$ cat config.mk
export PLATFORM = sky130hd
export DESIGN_NAME = ahbl_master_arbiter
export DESIGN_NICKNAME = d
export VERILOG_FILES = /design/src/rtl/ahbl_pkg.sv /design/src/rtl/ahbl_addr_buf.sv /design/src/rtl/ahbl_master_arbiter.sv
export SDC_FILE = /design/constraint.sdc
export NUM_CORES = 1
export LEC_CHECK = 0
export CAP_MARGIN = 20
export CORE_AREA = 2 2 122 124
export CTS_CLUSTER_SIZE = 16
export DETAILED_ROUTE_END_ITERATION = 6
export DIE_AREA = 0 0 124 126
export PLACE_DENSITY = 0.77
export SLEW_MARGIN = 15
export SYNTH_ARGS = -nofsm -noshare
export SYNTH_HDL_FRONTEND = slang
export SYNTH_SLANG_ARGS = --single-unit
$ cat constraint.sdc
create_clock -name HCLK -period 2.6 [get_ports HCLK]
set_input_delay 0.39 -clock HCLK [delete_from_list [all_inputs] [get_ports HCLK]]
set_output_delay 0.39 -clock HCLK [all_outputs]
set_load 0.05 [all_outputs]
$ cat src/rtl/ahbl_pkg.sv
// ahbl_pkg: shared AHB-Lite encodings and helpers for the two-master arbiter
package ahbl_pkg;

    localparam logic [1:0] HTRANS_IDLE   = 2'b00;
    localparam logic [1:0] HTRANS_NONSEQ = 2'b10;
    localparam logic [1:0] HTRANS_SEQ    = 2'b11;

    typedef enum logic [1:0] {
        OWN_NONE = 2'b00,
        OWN_M0   = 2'b01,
        OWN_M1   = 2'b10
    } owner_t;

    // Effective transfer type of a master: a buffered request always replays as
    // NONSEQ, and BUSY collapses to IDLE.
    function automatic logic [1:0] norm_trans(input logic pend, input logic [1:0] trans);
        return pend ? HTRANS_NONSEQ : (trans[1] ? trans : HTRANS_IDLE);
    endfunction

endpackage

$ cat src/rtl/ahbl_addr_buf.sv
// ahbl_addr_buf: holds the address phase of a master that lost arbitration
module ahbl_addr_buf
    import ahbl_pkg::*;
#(
    parameter int AW = 32
) (
    input  logic          clk,
    input  logic          rst_n,
    input  logic          capture,
    input  logic          issue,
    input  logic [AW-1:0] addr,
    input  logic [2:0]    size,
    input  logic          write,
    output logic          pend,
    output logic [AW-1:0] held_addr,
    output logic [2:0]    held_size,
    output logic          held_write
);

    // Capture a losing request; drop the pending flag once the bus accepts it
    always_ff @(posedge clk or negedge rst_n) begin
        if (!rst_n) begin
            pend       <= 1'b0;
            held_addr  <= '0;
            held_size  <= '0;
            held_write <= 1'b0;
        end else if (capture) begin
            pend       <= 1'b1;
            held_addr  <= addr;
            held_size  <= size;
            held_write <= write;
        end else if (issue) begin
            pend <= 1'b0;
        end
    end

endmodule

$ cat src/rtl/ahbl_master_arbiter.sv
// ahbl_master_arbiter: shares one AHB-Lite bus between the CPU (M0) and a second master (M1)
module ahbl_master_arbiter
    import ahbl_pkg::*;
#(
    parameter bit RR_EN = 1'b1,
    parameter int AW    = 32
) (
    input  logic          HCLK,
    input  logic          HRESETn,
    input  logic [AW-1:0] M0_HADDR,
    input  logic [1:0]    M0_HTRANS,
    input  logic [2:0]    M0_HSIZE,
    input  logic          M0_HWRITE,
    input  logic [31:0]   M0_HWDATA,
    output logic          M0_HREADY,
    output logic [31:0]   M0_HRDATA,
    input  logic [AW-1:0] M1_HADDR,
    input  logic [1:0]    M1_HTRANS,
    input  logic [2:0]    M1_HSIZE,
    input  logic          M1_HWRITE,
    input  logic [31:0]   M1_HWDATA,
    output logic          M1_HREADY,
    output logic [31:0]   M1_HRDATA,
    output logic [AW-1:0] HADDR,
    output logic [1:0]    HTRANS,
    output logic [2:0]    HSIZE,
    output logic          HWRITE,
    output logic [31:0]   HWDATA,
    input  logic          HREADY,
    input  logic [31:0]   HRDATA
);

    owner_t        dph_owner, dph_next;
    logic          pend0, pend1, cap0, cap1, iss0, iss1;
    logic [AW-1:0] baddr0, baddr1, addr0, addr1;
    logic [2:0]    bsize0, bsize1, size0, size1;
    logic          bwrite0, bwrite1, write0, write1;
    logic [1:0]    trans0, trans1;
    logic          last_grant, gnt_hold, hold_valid, seq_hold, arb, grant;

    ahbl_addr_buf #(.AW(AW)) u_buf0 (
        .clk(HCLK), .rst_n(HRESETn), .capture(cap0), .issue(iss0),
        .addr(M0_HADDR), .size(M0_HSIZE), .write(M0_HWRITE),
        .pend(pend0), .held_addr(baddr0), .held_size(bsize0), .held_write(bwrite0)
    );

    ahbl_addr_buf #(.AW(AW)) u_buf1 (
        .clk(HCLK), .rst_n(HRESETn), .capture(cap1), .issue(iss1),
        .addr(M1_HADDR), .size(M1_HSIZE), .write(M1_HWRITE),
        .pend(pend1), .held_addr(baddr1), .held_size(bsize1), .held_write(bwrite1)
    );

    // Effective address phase per master: buffered copy wins over live signals
    assign trans0 = norm_trans(pend0, M0_HTRANS);
    assign trans1 = norm_trans(pend1, M1_HTRANS);
    assign addr0  = pend0 ? baddr0 : M0_HADDR;
    assign addr1  = pend1 ? baddr1 : M1_HADDR;
    assign size0  = pend0 ? bsize0 : M0_HSIZE;
    assign size1  = pend1 ? bsize1 : M1_HSIZE;
    assign write0 = pend0 ? bwrite0 : M0_HWRITE;
    assign write1 = pend1 ? bwrite1 : M1_HWRITE;

    // grant: 0 selects M0, 1 selects M1; an idle bus parks on M0.
    // A burst in progress keeps the bus; during wait states the grant is frozen.
    assign seq_hold = (last_grant ? trans1 : trans0) == HTRANS_SEQ;
    assign arb      = seq_hold ? last_grant : trans1[1] & (!trans0[1] | (RR_EN & !last_grant));
    assign grant    = hold_valid ? gnt_hold : arb;

    assign HADDR  = grant ? addr1 : addr0;
    assign HTRANS = grant ? trans1 : trans0;
    assign HSIZE  = grant ? size1 : size0;
    assign HWRITE = grant ? write1 : write0;
    assign HWDATA = (dph_owner == OWN_M0) ? M0_HWDATA : (dph_owner == OWN_M1) ? M1_HWDATA : '0;

    assign M0_HRDATA = HRDATA;
    assign M1_HRDATA = HRDATA;
    assign M0_HREADY = (dph_owner == OWN_M0) ? HREADY : !(pend0 | (!grant & !HREADY));
    assign M1_HREADY = (dph_owner == OWN_M1) ? HREADY : !(pend1 | (grant & !HREADY));

    // A master whose live request is accepted from its own view but not granted gets buffered
    assign cap0 = !pend0 & M0_HTRANS[1] & M0_HREADY & grant;
    assign cap1 = !pend1 & M1_HTRANS[1] & M1_HREADY & !grant;
    assign iss0 = HREADY & pend0 & !grant;
    assign iss1 = HREADY & pend1 & grant;

    // Data-phase owner register
    always_ff @(posedge HCLK or negedge HRESETn) begin
        if (!HRESETn) dph_owner <= OWN_NONE;
        else          dph_owner <= dph_next;
    end

    // Next data-phase owner: advances only when the bus accepts the address phase
    always_comb begin
        dph_next = dph_owner;
        if (HREADY) dph_next = !HTRANS[1] ? OWN_NONE : grant ? OWN_M1 : OWN_M0;
    end

    // Round-robin history and grant freeze across bus wait states
    always_ff @(posedge HCLK or negedge HRESETn) begin
        if (!HRESETn) begin
            last_grant <= 1'b1;
            gnt_hold   <= 1'b0;
            hold_valid <= 1'b0;
        end else begin
            hold_valid <= !HREADY;
            gnt_hold   <= grant;
            if (HREADY && HTRANS[1]) last_grant <= grant;
        end
    end

endmodule

* Word-level counts from Yosys, hierarchy flattened
Cells that the tools add are included.
** Storage, ports and cells
- Input bits :: 175
- Output and inout bits :: 136
- Word-level logic and storage cells :: 69
- Register bits after elaboration :: 79
** Cells by class
- Reduce and logical (&&, ||, !) cells :: 11
- Mux-type cells :: 27
- Equality and inequality tests :: 3
- Bitwise logic cells :: 16
** Operator list (number)
- $mux W32 :: 5
- $mux W2 :: 8
- $and A1 B1 Y1 :: 13
- $mux W1 :: 11
- $mux W3 :: 3
- $logic_not A1 Y1 :: 8
- $eq A2 B2 Y1 const B :: 2
- $reduce_bool A2 Y1 :: 2
- $or A1 B1 Y1 :: 3
- $eq A2 B1 Y1 const B :: 1
- $logic_and A1 B1 Y1 :: 1

* Depth between registers and ports, before layout
- Depth in word-level cells :: 15
- Mapped depth :: 7
- Depth with buffers taken out :: 5

* Hierarchy
From an unflattened synthesis, not the netlist that was laid out.
** Unflattened totals
- Cells, all modules :: 419
- Area, all modules :: 5392.7 um2
** By module, submodules not included
- ahbl_addr_buf :: instances 2, seq. area each 925.9 um2, area each 1522.7 um2, cells each 79
- ahbl_master_arbiter :: instances 1, seq. area each 126.4 um2, area each 2347.3 um2, cells each 261

* Worst setup path after synthesis
No wires, ideal clock.
- Kind :: register -> output
- From :: reg u_buf0.pend
- To :: out M0_HREADY
- Data required time :: 2.210 ns
- Cell stages (with the launch flop) :: 6
- Buffers on the path :: 1
- Arrival time :: 2.328 ns
- Path slack :: -0.118 ns
- Cells stage by stage :: dfrtp_1 buf_2 or2_2 o2111ai_2 nand2_1 a211oi_1
** Between the ends
- Longest elaborated chain between the ends :: 11
- Elaborated cells on any way between the ends :: 13
- Those cells by class :: eq/ne (1); mux (5); bitwise (4); reduce/logical (3)
** Ends and longest elaborated chain
- start: declaration :: line ahbl_addr_buf.sv:14 : output logic pend,
- start signal: assignment :: line ahbl_addr_buf.sv:23 : pend <= 1'b0;
- start signal: assignment :: line ahbl_addr_buf.sv:28 : pend <= 1'b1;
- start signal: assignment :: line ahbl_addr_buf.sv:33 : pend <= 1'b0;
- $mux W2 :: line ahbl_pkg.sv:17 : return pend ? HTRANS_NONSEQ : (trans[1] ? trans : HTRANS_IDLE);
- $logic_not A1 Y1 :: line ahbl_master_arbiter.sv:66 : assign arb = seq_hold ? last_grant : trans1[1] & (!trans0[1] | (RR_EN & !last_grant));
- $or A1 B1 Y1 :: line ahbl_master_arbiter.sv:66
- $and A1 B1 Y1 :: line ahbl_master_arbiter.sv:66
- $mux W1 :: line ahbl_master_arbiter.sv:66
- $mux W1 :: line ahbl_master_arbiter.sv:67 : assign grant = hold_valid ? gnt_hold : arb;
- $logic_not A1 Y1 :: line ahbl_master_arbiter.sv:77 : assign M0_HREADY = (dph_owner == OWN_M0) ? HREADY : !(pend0 | (!grant & !HREADY));
- $and A1 B1 Y1 :: line ahbl_master_arbiter.sv:77
- $or A1 B1 Y1 * :: line ahbl_master_arbiter.sv:77
- $logic_not A1 Y1 * :: line ahbl_master_arbiter.sv:77
- $mux W1 * :: line ahbl_master_arbiter.sv:77
- end: declaration :: line ahbl_master_arbiter.sv:15 : output logic M0_HREADY,
Mark *: on every way between the ends. The rest lies on a longest branch, timed or not.

* Worst setup path in the final report
- From :: in M0_HTRANS[1]
- To :: out HADDR[2]
** Between the ends
- Longest elaborated chain between the ends :: 8
- Elaborated cells on any way between the ends :: 10
- Those cells by class :: eq/ne (1); mux (6); bitwise (2); reduce/logical (1)
** Ends and longest elaborated chain
- start: declaration :: line ahbl_master_arbiter.sv:11 : input logic [1:0] M0_HTRANS,
- $mux W2 * (2 in series) :: line ahbl_pkg.sv:17
- $logic_not A1 Y1 :: line ahbl_master_arbiter.sv:66
- $or A1 B1 Y1 :: line ahbl_master_arbiter.sv:66
- $and A1 B1 Y1 :: line ahbl_master_arbiter.sv:66
- $mux W1 * :: line ahbl_master_arbiter.sv:66
- $mux W1 * :: line ahbl_master_arbiter.sv:67
- $mux W32 * :: line ahbl_master_arbiter.sv:69 : assign HADDR = grant ? addr1 : addr0;
- end: declaration :: line ahbl_master_arbiter.sv:24 : output logic [AW-1:0] HADDR,
Marks and branches as above.

==> results_dict.tcl <==
set metrics [dict create \
    outcome "finished, final reports clean" \
    slew_viol_final 0 \
    drt-wirelength-per-cell_um 21.9 \
    first_iter_violations 124 \
    min_period_ns 2.50 \
    maxCapViolations 0 \
    setup_slack_ns 0.101 \
    core_sq_mm 0.0143 \
    track_usage_pct 21.2 \
    async_reset_ff_share_pct 100 \
    dp.cells 756 \
    drive_above_1_share_pct 38.1 \
    startpoint_type "input pin" \
    die_x_um 124 \
    peakVddDrop_mv 1.08 \
    fin_skew_ns 0.0103 \
    ioPinCount 311 \
    cts_tree "yes" \
    ant_nets 0 \
    fmax_ghz 0.400 \
    p_per_area_mw_per_mm2 1600 \
    p_int_w 0.00728 \
    initial_core_util_pct 35.4 \
    die_h_um 126 \
    place_congestion 0.818 \
    synth_edf_count 0 \
    synth_flop_cell "dfrtp_1" \
    crit_chain "clkdlybuf4s50_1 -> or2_2 -> o2111ai_2 -> nand2_2 -> inv_4 -> buf_12 -> mux2i_1 -> buf_12" \
    p_seq_share_pct 16.9 \
    fillers 1144 \
    worst_slew_pin_slew_ns 0.472 \
    hold_slack_ns 0.0105 \
    grt_max_degree 38 \
    first_pass_iters 5 \
    clkLatencyLatePin_ns 0.33 \
    rows 44 \
    layout.cells.non_filler 775 \
    dp_slack_ns 0.0392 \
    syn_avg_cell_area_sq_um 11.8 \
    dpl_cell_area_sq_mm 0.00768 \
    grt_pass1_wl_um 24800 \
    cts_buffers 9 \
    hpwl_um 13700 \
    power.share.switching_pct 44.4 \
    diodes 0 \
    setup_viol_count_final 0 \
    p_sw_w 0.00582 \
    final.period_utilization_pct 96.1 \
    overflow 0 \
    io_buffer_count 214 \
    syn_nets 603 \
    cts_sinks 79 \
    dieArea_sq_mm 0.0156 \
    cp_common_cell "buf_12" \
    grt_pass1_vias 4350 \
    combPwrFrac_pct 73.2 \
    slowest_stage "clkdlybuf4s50_1" \
    cp-end-kind "primary output" \
    crit_required_ns 2.21 \
    netlist_instances 428 \
    relSlewSlack_pct 68.5 \
    clockRootBuffer "clkbuf_16" \
    synthToLayoutAreaGrowth_pct 61.8 \
    p_leak_nw 3.50 \
    drc 0 \
    fin_nets 761 \
    netlist_area_sq_mm 0.00506 \
    arrival_ns 2.11 \
    hp-class "in2async" \
    antenna_found_initial 1 \
    vias 3965 \
    path_class "in2out" \
    via_per_inst 5.12 \
    crit_path_max_incr_delay_ns 0.41 \
    cp_max_fo 12 \
    finalHoldViolCount 0 \
    path_clk_slew_ns 0.06 \
    total_power_w 0.0131 \
    cts_max_path_buffers 2 \
    synth_cell_types 32 \
    rsz0062_at_grt "no" \
    ys_ff_latch 79 \
    wl_um 17000 \
    yosys_warnings 0 \
    final_area_sq_mm 0.00820 \
    cts_max_level 3 \
    ys_seq_area_share_pct 39.1 \
    clkPwrFrac_pct 9.9 \
]
==> cell usage in the layout (no fill, tap or decap), types with 3 or more instances in the layout <==
cell,n
a22o_1,32
mux2_2,71
nand2_1,4
o21ai_0,3
a21oi_1,4
mux2i_4,10
o2bb2ai_1,4
mux2i_1,80
dfrtp_1,76
clkbuf_16,10
clkdlybuf4s50_1,140
buf_4,31
nand2b_1,3
nor2_1,3
mux2i_2,18
buf_12,67
o31ai_1,3
==> synthesized netlist by cell type (3+ instances only) <==
library cell,n,share of area (%)
o31ai_1,3,0.44
o2bb2ai_1,4,0.69
o21ai_0,3,0.30
nand2b_1,3,0.37
clkbuf_1,15,1.1
buf_2,8,0.79
nor2_1,3,0.22
a21oi_1,4,0.40
nor2b_1,4,0.49
buf_6,3,0.67
a22o_1,32,5.5
mux2_2,71,16
buf_4,65,9.6
nand2_1,5,0.37
dfrtp_1,78,39
mux2i_1,108,21
==> logic make-up (layout without fill, tap and decap cells) <==
kind of cell / Yosys count / count (layout) / share of synthesized area (%)
and+or+nand+nor: 22 / 22 / 2.45
muxes: 180 / 180 / 37.4
DFF: 79 / 79 / 39.1
buffers and inverters: 96 / 259 / 12.6
AOI/OAI and AO/OA: 51 / 51 / 8.55
==> state kept, by name (all words and copies together) (netlist names) <==
name and cells:
dph_owner 2, gnt_hold 1, hold_valid 1, last_grant 1
u_buf0.held_addr 32, u_buf0.held_size 3, u_buf0.held_write 1, u_buf0.pend 1
u_buf1.held_addr 32, u_buf1.held_size 3, u_buf1.held_write 1, u_buf1.pend 1
==> critical path, delay by kind of cell <==
family | cells | cell delay, ns
buffers and inverters | 4 | 0.88
AND/OR/NAND/NOR | 2 | 0.41
multiplexers | 1 | 0.32
AO/OA/AOI/OAI | 1 | 0.09
==> power groups by stage <==
stage,Combinational [W],Sequential [W],Clock (W)
floorplan,0.00546,0.00210,0
detailed placement,0.00913,0.00225,0
finish,0.00959,0.00221,0.00129
global placement,0.00902,0.00220,0
CTS,0.00919,0.00223,0.00132
global route,0.00998,0.00229,0.00137
==> through the flow <==
stage	util, %	TNS (ns)
after detailed placement	53.7	0
after CTS	55.9	0
after global placement	53.7	0
after floorplan	-	-3.12
final	57.3	0
after global routing	57.3	0
==> routing by layer <==
metal | track usage (%) | part of all wire (%) | vias to the layer above
li1 | - | - | 1818
met1 | 23.1 | 34 | 1918
met2 | 39.3 | 55 | 203
met3 | 6.02 | 8.2 | 24
met4 | 6.41 | 2.0 | 2
met5 | 0 | 0.065 | -
==> timing repair <==
action	in CTS	in global routing
hold buffers	0	0
pin swaps	0	0
setup buffers	0	2
setup endpoints to repair	2	37
resized for setup	2	30
gates cloned	0	1
==> layout make-up <==
class	count	area [sq um]	share of cell area [%]
multi-input cells	253	2650	32.3
repair buffers	240	3010	36.8
clock buffers	11	253	3.08
flip-flops and latches	79	1980	24.2
inverters	3	13.8	0.168
well taps	184	230	2.81
clock inverters	5	56.3	0.687
==> path summary, 6_finish.rpt <==
kind | to | startpoint | slack [ns] | cells past startpoint
worst max-delay path | HADDR[2] | M0_HTRANS[1] | 0.10 | 8
worst min-delay path | u_buf0.held_addr[9] | HRESETn | 0.01 | 1
worst max register to register | u_buf1.held_addr[31] | u_buf1.pend | 0.53 | 6
worst min register to register | u_buf1.held_addr[8] | u_buf1.held_addr[8] | 0.50 | 1
max in group asynchronous | last_grant | HRESETn | 1.96 | 2
min in group HCLK | u_buf1.held_addr[8] | u_buf1.held_addr[8] | 0.50 | 1
Note: power is estimated with default switching activity, not from simulation.
